**config.mk**
```make
export PLATFORM = sky130hd
export DESIGN_NAME = mio_bus_mk2
export DESIGN_NICKNAME = d
export VERILOG_FILES = /design/src/rtl/mio_bus_mk2_pkg.sv /design/src/rtl/mio_bus_mk2_kbd_fifo.sv /design/src/rtl/mio_bus_mk2.sv
export SDC_FILE = /design/constraint.sdc
export NUM_CORES = 1
export LEC_CHECK = 0
export ABC_CLOCK_PERIOD_IN_PS = 6300
export CAP_MARGIN = 10
export CORE_MARGIN = 2
export CORE_UTILIZATION = 60
export CTS_CLUSTER_DIAMETER = 60
export DETAILED_ROUTE_END_ITERATION = 7
export DONT_BUFFER_PORTS = 1
export MAX_ROUTING_LAYER = met4
export PLACE_DENSITY = 0.74
export SETUP_SLACK_MARGIN = 0.02
export SYNTH_ARGS = -nofsm -noshare
export SYNTH_HDL_FRONTEND = slang
export SYNTH_SLANG_ARGS = --single-unit
```
**constraint.sdc**
```tcl
create_clock -name clk -period 6.3 [get_ports clk]
set_input_delay 1.575 -clock clk [delete_from_list [all_inputs] [get_ports clk]]
set_output_delay 1.575 -clock clk [all_outputs]
set_load 0.005 [all_outputs]
```
**src/rtl/mio_bus_mk2_pkg.sv**
```systemverilog
`default_nettype none
// mio_pkg: address map, control-register offsets, status bit positions and VRAM FSM states.
// Revision 2.0
package mio_pkg;

  localparam logic [31:0] c_VRAM_BASE = 32'hC000_0000;
  localparam logic [31:0] c_VRAM_MASK = 32'hE000_0000;
  localparam logic [31:0] c_SEG_BASE  = 32'h0000_7F10;
  localparam logic [31:0] c_SEG_MASK  = 32'hFFFF_FFF0;
  localparam logic [31:0] c_ROM_BASE  = 32'h0000_0000;
  localparam logic [31:0] c_ROM_MASK  = 32'hFFFF_F800;
  localparam logic [31:0] c_RAM_BASE  = 32'h0000_0800;
  localparam logic [31:0] c_RAM_MASK  = 32'hFFFF_F800;
  localparam logic [31:0] c_CTRL_BASE = 32'h0000_1000;
  localparam logic [31:0] c_CTRL_MASK = 32'hFFFF_FFE0;

  localparam logic [2:0] c_REG_CUR_ROW    = 3'd0;
  localparam logic [2:0] c_REG_CUR_COL    = 3'd1;
  localparam logic [2:0] c_REG_TMR_CNT    = 3'd2;
  localparam logic [2:0] c_REG_TMR_PERIOD = 3'd3;
  localparam logic [2:0] c_REG_TMR_CTRL   = 3'd4;
  localparam logic [2:0] c_REG_KBD_DATA   = 3'd5;
  localparam logic [2:0] c_REG_KBD_STAT   = 3'd6;

  localparam int c_STAT_EMPTY    = 0;
  localparam int c_STAT_FULL     = 1;
  localparam int c_STAT_OVF      = 2;
  localparam int c_STAT_CNT_LSB  = 8;
  localparam int c_TCTRL_IRQ_EN  = 0;
  localparam int c_TCTRL_WRAP    = 1;

  typedef enum logic [0:0] {
    S_IDLE = 1'b0,
    S_WAIT = 1'b1
  } vram_state_e;

  function automatic logic in_region(input logic [31:0] a, input logic [31:0] base,
                                     input logic [31:0] mask);
    return (a & mask) == base;
  endfunction

endpackage
`default_nettype wire

```
**src/rtl/mio_bus_mk2_kbd_fifo.sv**
```systemverilog
`default_nettype none
// mio_kbd_fifo: scancode FIFO with wrapping pointers and a sticky overflow flag.
// Revision 2.0
module mio_kbd_fifo
  import mio_pkg::*;
#(
  parameter int DEPTH = 8
) (
  input  logic                     clk,
  input  logic                     rst_n,
  input  logic                     i_push,
  input  logic [7:0]               i_data,
  input  logic                     i_pop,
  input  logic                     i_clr_ovf,
  output logic [7:0]               o_head,
  output logic [$clog2(DEPTH):0]   o_count,
  output logic                     o_full,
  output logic                     o_empty,
  output logic                     o_ovf
);

  localparam int AW = $clog2(DEPTH);
  localparam int CW = AW + 1;
  localparam logic [AW-1:0] c_PTR_ONE = AW'(1);
  localparam logic [CW-1:0] c_CNT_ONE = CW'(1);
  localparam logic [CW-1:0] c_FULL    = CW'(DEPTH);

  logic [7:0]    r_mem [DEPTH];
  logic [AW-1:0] r_wr_ptr;
  logic [AW-1:0] r_rd_ptr;
  logic [CW-1:0] r_count;
  logic          r_ovf;
  logic          w_pop;
  logic          w_push_ok;
  logic          w_drop;

  assign o_empty   = (r_count == '0);
  assign o_full    = (r_count == c_FULL);
  assign w_pop     = i_pop & ~o_empty;
  // A pop in the same cycle frees the slot, so a push into a full FIFO still lands.
  assign w_push_ok = i_push & (~o_full | w_pop);
  assign w_drop    = i_push & o_full & ~w_pop;

  always_ff @(posedge clk) begin
    if (w_push_ok) begin
      r_mem[r_wr_ptr] <= i_data;
    end
  end

  always_ff @(posedge clk) begin
    if (!rst_n) begin
      r_wr_ptr <= '0;
      r_rd_ptr <= '0;
      r_count  <= '0;
      r_ovf    <= 1'b0;
    end else begin
      if (w_push_ok) r_wr_ptr <= r_wr_ptr + c_PTR_ONE;
      if (w_pop)     r_rd_ptr <= r_rd_ptr + c_PTR_ONE;
      case ({w_push_ok, w_pop})
        2'b10:   r_count <= r_count + c_CNT_ONE;
        2'b01:   r_count <= r_count - c_CNT_ONE;
        default: r_count <= r_count;
      endcase
      if (w_drop)         r_ovf <= 1'b1;
      else if (i_clr_ovf) r_ovf <= 1'b0;
    end
  end

  assign o_head  = o_empty ? 8'h00 : r_mem[r_rd_ptr];
  assign o_count = r_count;
  assign o_ovf   = r_ovf;

endmodule
`default_nettype wire

```
**src/rtl/mio_bus_mk2.sv**
```systemverilog
`default_nettype none
// mio_bus_mk2: CPU data-port fabric with VRAM wait states, keyboard FIFO, timer and control registers.
// Revision 2.0
module mio_bus_mk2
  import mio_pkg::*;
#(
  parameter int RAM_AW         = 6,
  parameter int KBD_DEPTH      = 8,
  parameter int VRAM_WAIT      = 1,
  parameter int TMR_PRESCALE   = 16,
  parameter int TMR_PERIOD_RST = 62500
) (
  input  logic              clk,
  input  logic              rst_n,
  input  logic [31:0]       i_mem_a,
  input  logic [31:0]       i_d_t_mem,
  output logic [31:0]       o_d_f_mem,
  input  logic              i_wmem,
  input  logic              i_rmem,
  output logic              o_mem_ready,
  output logic              o_irq,
  output logic [31:0]       o_vga_a,
  output logic [31:0]       o_d_t_vga,
  input  logic [6:0]        i_d_f_vga,
  output logic              o_wvram,
  output logic              o_rvram,
  input  logic              i_kbd_valid,
  input  logic [7:0]        i_kbd_data,
  output logic [31:0]       o_d_t_seg,
  output logic              o_wseg,
  input  logic [31:0]       i_d_f_seg,
  output logic [31:0]       o_rom_a,
  input  logic [31:0]       i_d_f_rom,
  output logic [RAM_AW-1:0] o_ram_a,
  output logic [31:0]       o_d_t_ram,
  output logic              o_wram,
  input  logic [31:0]       i_d_f_ram
);

  localparam int c_PW  = (TMR_PRESCALE > 1) ? $clog2(TMR_PRESCALE) : 1;
  localparam int c_KCW = $clog2(KBD_DEPTH) + 1;
  localparam logic [c_PW-1:0] c_PRE_MAX = c_PW'(TMR_PRESCALE - 1);
  localparam logic [c_PW-1:0] c_PRE_ONE = c_PW'(1);
  localparam logic [3:0]      c_VWAIT   = 4'(VRAM_WAIT);

  logic w_vram, w_seg, w_rom, w_ram, w_ctrl, w_access, w_ready;
  logic w_wr_reg, w_rd_reg, w_period_wr, w_pre_wrap, w_tmr_hit;
  logic [2:0] w_off;
  logic [31:0] w_reg_rd, w_rdata;
  vram_state_e r_state, w_state_nxt;
  logic [3:0] r_wcnt, w_wcnt_nxt;

  logic [31:0] r_row, r_col, r_period, r_tcnt;
  logic [c_PW-1:0] r_pre;
  logic r_irq_en, r_flag, r_irq;

  logic [7:0] w_khead;
  logic [c_KCW-1:0] w_kcount;
  logic w_kfull, w_kempty, w_kovf;

  // First match wins: each region is masked by every earlier one.
  assign w_vram = in_region(i_mem_a, c_VRAM_BASE, c_VRAM_MASK);
  assign w_seg  = ~w_vram & in_region(i_mem_a, c_SEG_BASE, c_SEG_MASK);
  assign w_rom  = ~w_vram & ~w_seg & in_region(i_mem_a, c_ROM_BASE, c_ROM_MASK);
  assign w_ram  = ~w_vram & ~w_seg & ~w_rom & in_region(i_mem_a, c_RAM_BASE, c_RAM_MASK);
  assign w_ctrl = ~w_vram & ~w_seg & ~w_rom & ~w_ram & in_region(i_mem_a, c_CTRL_BASE, c_CTRL_MASK);
  assign w_access = i_rmem | i_wmem;
  assign w_off    = i_mem_a[4:2];

  always_comb begin
    w_state_nxt = r_state;
    w_wcnt_nxt  = r_wcnt;
    w_ready     = 1'b1;
    case (r_state)
      S_IDLE: begin
        if (w_access && w_vram && (c_VWAIT != 4'd0)) begin
          w_state_nxt = S_WAIT;
          w_wcnt_nxt  = c_VWAIT;
          w_ready     = 1'b0;
        end
      end
      S_WAIT: begin
        w_wcnt_nxt = r_wcnt - 4'd1;
        if (r_wcnt == 4'd1) w_state_nxt = S_IDLE;
        else                w_ready     = 1'b0;
      end
      default: w_state_nxt = S_IDLE;
    endcase
    if (!rst_n) w_ready = 1'b1;
  end

  always_ff @(posedge clk) begin
    if (!rst_n) begin
      r_state <= S_IDLE;
      r_wcnt  <= 4'd0;
    end else begin
      r_state <= w_state_nxt;
      r_wcnt  <= w_wcnt_nxt;
    end
  end

  assign w_wr_reg    = i_wmem & w_ctrl & w_ready;
  assign w_rd_reg    = i_rmem & w_ctrl & w_ready;
  assign w_period_wr = w_wr_reg & (w_off == c_REG_TMR_PERIOD);
  assign w_pre_wrap  = (r_pre == c_PRE_MAX);
  assign w_tmr_hit   = w_pre_wrap & (r_tcnt == r_period) & ~w_period_wr;

  always_ff @(posedge clk) begin
    if (!rst_n) begin
      r_row    <= 32'h0;
      r_col    <= 32'h0;
      r_period <= 32'(TMR_PERIOD_RST);
      r_tcnt   <= 32'h0;
      r_pre    <= '0;
      r_irq_en <= 1'b0;
      r_flag   <= 1'b0;
      r_irq    <= 1'b0;
    end else begin
      if (w_wr_reg && w_off == c_REG_CUR_ROW) r_row <= i_d_t_mem;
      if (w_wr_reg && w_off == c_REG_CUR_COL) r_col <= i_d_t_mem;
      if (w_period_wr) begin
        r_period <= i_d_t_mem;
        r_pre    <= '0;
        r_tcnt   <= 32'h0;
      end else if (w_pre_wrap) begin
        r_pre  <= '0;
        r_tcnt <= (r_tcnt == r_period) ? 32'h0 : r_tcnt + 32'd1;
      end else begin
        r_pre <= r_pre + c_PRE_ONE;
      end
      if (w_wr_reg && w_off == c_REG_TMR_CTRL) r_irq_en <= i_d_t_mem[c_TCTRL_IRQ_EN];
      // A wrap in the same cycle as the write-1-to-clear keeps the flag set.
      if (w_tmr_hit) r_flag <= 1'b1;
      else if (w_wr_reg && w_off == c_REG_TMR_CTRL && i_d_t_mem[c_TCTRL_WRAP]) r_flag <= 1'b0;
      r_irq <= r_irq_en & r_flag;
    end
  end

  mio_kbd_fifo #(.DEPTH(KBD_DEPTH)) u_kbd (
    .clk       (clk),
    .rst_n     (rst_n),
    .i_push    (i_kbd_valid),
    .i_data    (i_kbd_data),
    .i_pop     (w_rd_reg & (w_off == c_REG_KBD_DATA)),
    .i_clr_ovf (w_wr_reg & (w_off == c_REG_KBD_STAT)),
    .o_head    (w_khead),
    .o_count   (w_kcount),
    .o_full    (w_kfull),
    .o_empty   (w_kempty),
    .o_ovf     (w_kovf)
  );

  always_comb begin
    w_reg_rd = 32'h0;
    case (w_off)
      c_REG_CUR_ROW:    w_reg_rd = r_row;
      c_REG_CUR_COL:    w_reg_rd = r_col;
      c_REG_TMR_CNT:    w_reg_rd = r_tcnt;
      c_REG_TMR_PERIOD: w_reg_rd = r_period;
      c_REG_TMR_CTRL:   w_reg_rd = {30'h0, r_flag, r_irq_en};
      c_REG_KBD_DATA:   w_reg_rd = {24'h0, w_khead};
      c_REG_KBD_STAT:   w_reg_rd = {16'h0, 8'(w_kcount), 5'h0, w_kovf, w_kfull, w_kempty};
      default:          w_reg_rd = 32'h0;
    endcase
    w_rdata = 32'h0;
    if (w_vram)      w_rdata = {25'h0, i_d_f_vga};
    else if (w_seg)  w_rdata = i_d_f_seg;
    else if (w_rom)  w_rdata = i_d_f_rom;
    else if (w_ram)  w_rdata = i_d_f_ram;
    else if (w_ctrl) w_rdata = w_reg_rd;
  end

  assign o_d_f_mem   = w_rdata;
  assign o_mem_ready = w_ready;
  assign o_irq       = r_irq;
  assign o_vga_a     = i_mem_a;
  assign o_d_t_vga   = i_d_t_mem;
  assign o_wvram     = i_wmem & w_vram & w_ready;
  assign o_rvram     = i_rmem & w_vram;
  assign o_d_t_seg   = i_d_t_mem;
  assign o_wseg      = i_wmem & w_seg;
  assign o_rom_a     = i_mem_a;
  assign o_ram_a     = i_mem_a[RAM_AW+1:2];
  assign o_d_t_ram   = i_d_t_mem;
  assign o_wram      = i_wmem & w_ram;

endmodule
`default_nettype wire

```
==> summary.md <==
The flow ran to the end, and the final reports show no timing, DRC or antenna violations. TritonCTS built the clock tree. The run gives 0 as the number of max-slew violations in the final report. The net switching power of the design is 595.8 uW, and the CTS buffer count is 23.

For the global-route usage over all layers, the log shows 0.3006. For this run, the leading register cell type out of synthesis is dfxtp_1. The post-CTS setup buffer count was 0; the post-synthesis to final-layout area growth was -3.299%.

The number of hold-slack violations in the final timing report is 0. Yosys mapped a number of flops with a built-in enable equal to 64. During synthesis, Yosys emitted a total of 0 warnings. Summing all flip-flop and latch instances after layout gives 0.005005 mm2. Capture instance of the worst register-to-register path: u_kbd.r_mem[5][3]. In the post-route analysis, the smallest setup slack over all paths is 909.0 ps.

In this run the worst setup path begins at i_mem_a[26]. The nature of the critical path endpoint was an output pin. The startpoint identified for the worst hold timing path is r_col[22].

The maximum net fanout on the critical path was 20. The total area inside the core boundary comes to 0.02023 mm2. The path depth of the worst reg2reg path is 8.

In this run the worst setup path terminates at o_d_f_mem[9]. In the final timing run, aggregate negative setup slack is 0 ps. Entering global routing, the biggest net connects 124 pins. For the number of instances resized during post-cts repair, the log shows 0. The synthesized design contains 218 register bits. The run gives 0.6111 as the initial core utilization. Dividing the detail-routed via count by the number of cells gives 6.255. During placement, the flow inserted port buffers numbering 0.

The fraction of layout instances using a drive strength above 1 is 0.09752. The logs give 0.5910 for the fraction of the core area covered by cells at the end of the flow and 0 for the residual antenna-violating net count after detailed routing. The total die area came out at 0.02177 mm2. In this run the horizontal extent of the chip is 147.6 um. The leftover overflow at the end of global routing was 0. The site row count was 52. The number of iterations in the first detailed-routing pass came out at 5. The number of distinct library cells after synthesis is 60, and the clock tree buffer depth is 3. Clock-pin slew was measured on the worst setup and hold paths at 60 ps.

Derived from the worst setup path, the maximum achievable clock frequency is 185.5 MHz. After layout, the minimum clock period comes to 5391 ps. The run gives 48.88 mm as the global-route wire length before repair.

The root buffer cell is clkbuf_16. Dividing the detail-routed wire length by the instance count gives 23.49 um. For the number of antenna violations at the first check in global routing, the log shows 6.

Summed over all cells, the static leakage comes to 3.888 nW. Summing all multi-input logic gate instances after layout gives 0.005649 mm2. The worst reg-to-reg setup slack was 3140 ps; the detailed placer's ending HPWL was 23.06 mm. The first routing iteration left 752 violations.

The worst hold path belongs to the class flop to flop. Routability-driven placement finished with a final weighted congestion of 1.080. The count of maximum capacitance violations came out at 0. The combinational fraction of design power was 0.035; the chip height was 147.6 um. 384 I/O pins were placed. The count of H-tree levels built during CTS was 1; the switching power as a share of total power was 0.2126. A synthesized cell averages 9.396 um2. At the worst endpoint, the arrival time is 3820 ps. At the pin with the least slew margin, the transition time is 1022 ps. The pre-CTS worst setup slack came out at 940.1 ps.

The ratio of final minimum period to clock period is 0.8557. The share of power burned in the clock network came out at 0.440. The tools report the via count of the first global-routing pass as 8,116. Type of the worst setup path: input pin to output pin. The logs give 451.9 ps for the worst hold margin and 0 for the hold buffer count at CTS. The worst voltage drop across the vdd grid was 251.5 uV. Synthesis produced a netlist whose cell count is 1,316. Share of synthesized registers carrying an async set or reset: 0.

The worst setup path is launched from an input pin. Setup violations remaining at the end of the flow were counted as 0. The tools report the wire length reported by the detailed router as 32.98 mm. The worst clock skew on the final layout was 13.40 ps. Number of vias in the routed layout: 8,782. The run gives 0.525 as the sequential cell fraction of total power. For the max-slew headroom at the worst pin, the log shows 0.3177. The filler cells instantiated in the layout total 1,713. In the final design database the tool counted 1,299 nets. The internal portion of the total power is 2.207 mW.

For this run, design rule violations remaining after detail routing come to 0. The power density over the cells is 234.4 mW/mm2, and the clock insertion delay at the later pin of the skew report is 500 ps. The number of nets handed over by synthesis was 1,503. STA puts the critical path data required time at 4720 ps.

The area of the mapped netlist was 0.01237 mm2; the sequential element share of the synthesized area was 0.4047. The startpoint of the most critical register-to-register path was r_wcnt[0]. The tree built by TritonCTS fans out to 218 sinks. Setup repair after global routing left no endpoint under its margin.
-- registers in the layout, indices dropped and copies added, names as in the netlist, named ones only --
register	flops
u_kbd.r_mem	64
r_col	32
r_period	32
r_row	32
r_tcnt	32
r_pre	4
r_wcnt	4
u_kbd.o_count	4
u_kbd.r_rd_ptr	3
u_kbd.r_wr_ptr	3
o_irq	1
r_flag	1
r_irq_en	1
r_state	1
u_kbd.o_ovf	1
-- Yosys cell counts (22+ instances only) --
master / count / area share
a21boi_0: 69 / 0.042
buf_2: 23 / 0.0093
buf_4: 167 / 0.10
clkbuf_1: 50 / 0.015
dfxtp_1: 154 / 0.25
edfxtp_1: 64 / 0.16
inv_1: 38 / 0.012
mux2i_1: 46 / 0.037
mux4_2: 44 / 0.080
nand2_1: 248 / 0.075
nand3_1: 37 / 0.015
nor2_1: 68 / 0.021
o221ai_1: 22 / 0.016
xnor2_1: 57 / 0.040
-- critical path, cell delays in order --
cell,delay (ps)
nor4_1,630
nand3_1,120
or3_1,630
buf_4,340
o22ai_1,180
a31oi_1,110
a21oi_1,210
-- how the worst min path moves through the flow --
stage                endpoint  slack (ps)  depth (start not counted)
floorplan           r_col[19]         430                          2
global placement    r_col[24]         430                          2
detailed placement  r_col[24]         440                          2
CTS                 r_col[24]         450                          2
global route        r_col[18]         470                          2
finish              r_col[22]         450                          2
-- final cells by class --
| type | count | share of cell area |
|---|---|---|
| diodes | 6 | 0.001256 |
| clock buffers | 29 | 0.05169 |
| clock inverters | 12 | 0.005546 |
| inverters | 39 | 0.01224 |
| multi-input cells | 814 | 0.4724 |
| flip-flops and latches | 218 | 0.4185 |
| well taps | 270 | 0.02825 |
| repair buffers | 16 | 0.01004 |
-- power groups by stage --
stage	clock network, mW	registers, mW	logic, mW
final	1.23	1.47	0.0987
after global routing	1.31	1.47	0.106
after CTS	1.25	1.47	0.0985
after detailed placement	0	1.50	0.0981
after global placement	0	1.50	0.0963
after floorplan	0	1.50	0.188
-- layout by cell type, fill, tap and decap left out, types with 4 or more instances in the layout --
cell / count
and3_1: 9
nor4_1: 11
nor2_1: 68
nand3_1: 37
o221ai_1: 22
and4_1: 5
a21oi_1: 15
nor2b_1: 10
dfxtp_1: 154
xor2_1: 14
nand2b_1: 5
clkbuf_1: 4
and2_1: 10
nor4_2: 4
mux2i_1: 46
buf_4: 16
inv_1: 38
xnor2_1: 57
diode_2: 6
or3_1: 5
clkbuf_16: 23
edfxtp_1: 64
ha_1: 7
nand4_1: 19
nor3b_1: 4
o21ai_0: 20
nor3_1: 7
a21boi_0: 69
a31oi_1: 6
clkinv_1: 4
mux4_2: 44
a21boi_1: 20
o22ai_1: 5
a221oi_1: 6
nand2_1: 248
clkinv_2: 4
-- per-stage QoR --
step	std cells	total power [mW]	cell area (um2)
after global placement	1357	1.597	11260
after CTS	1398	2.822	11940
after floorplan	1316	1.685	12370
after detailed placement	1357	1.600	11260
after global routing	1404	2.889	11960
final	1404	2.803	11960
-- kinds of logic (layout without fill, tap and decap cells) --
| group | Yosys count | after routing | share of synthesized area |
|---|---|---|---|
| AND/OR/NAND/NOR | 465 | 465 | 0.1753 |
| other | 0 | 6 | 0 |
| AO/OA/AOI/OAI | 179 | 179 | 0.1042 |
| adder cells (fa/ha/maj) | 7 | 7 | 0.007083 |
| flip-flops | 218 | 218 | 0.4047 |
| buffers and inverters | 284 | 96 | 0.1392 |
| multiplexers | 92 | 92 | 0.1192 |
| XOR/XNOR | 71 | 71 | 0.05029 |
-- metal layers --
layer	GRT usage	share of wire
met3	0.1006	0.12
met4	0.08462	0.027
met5	-	0
met2	0.4486	0.45
met1	0.3937	0.41
No activity file was read; power rests on OpenSTA's default activity.
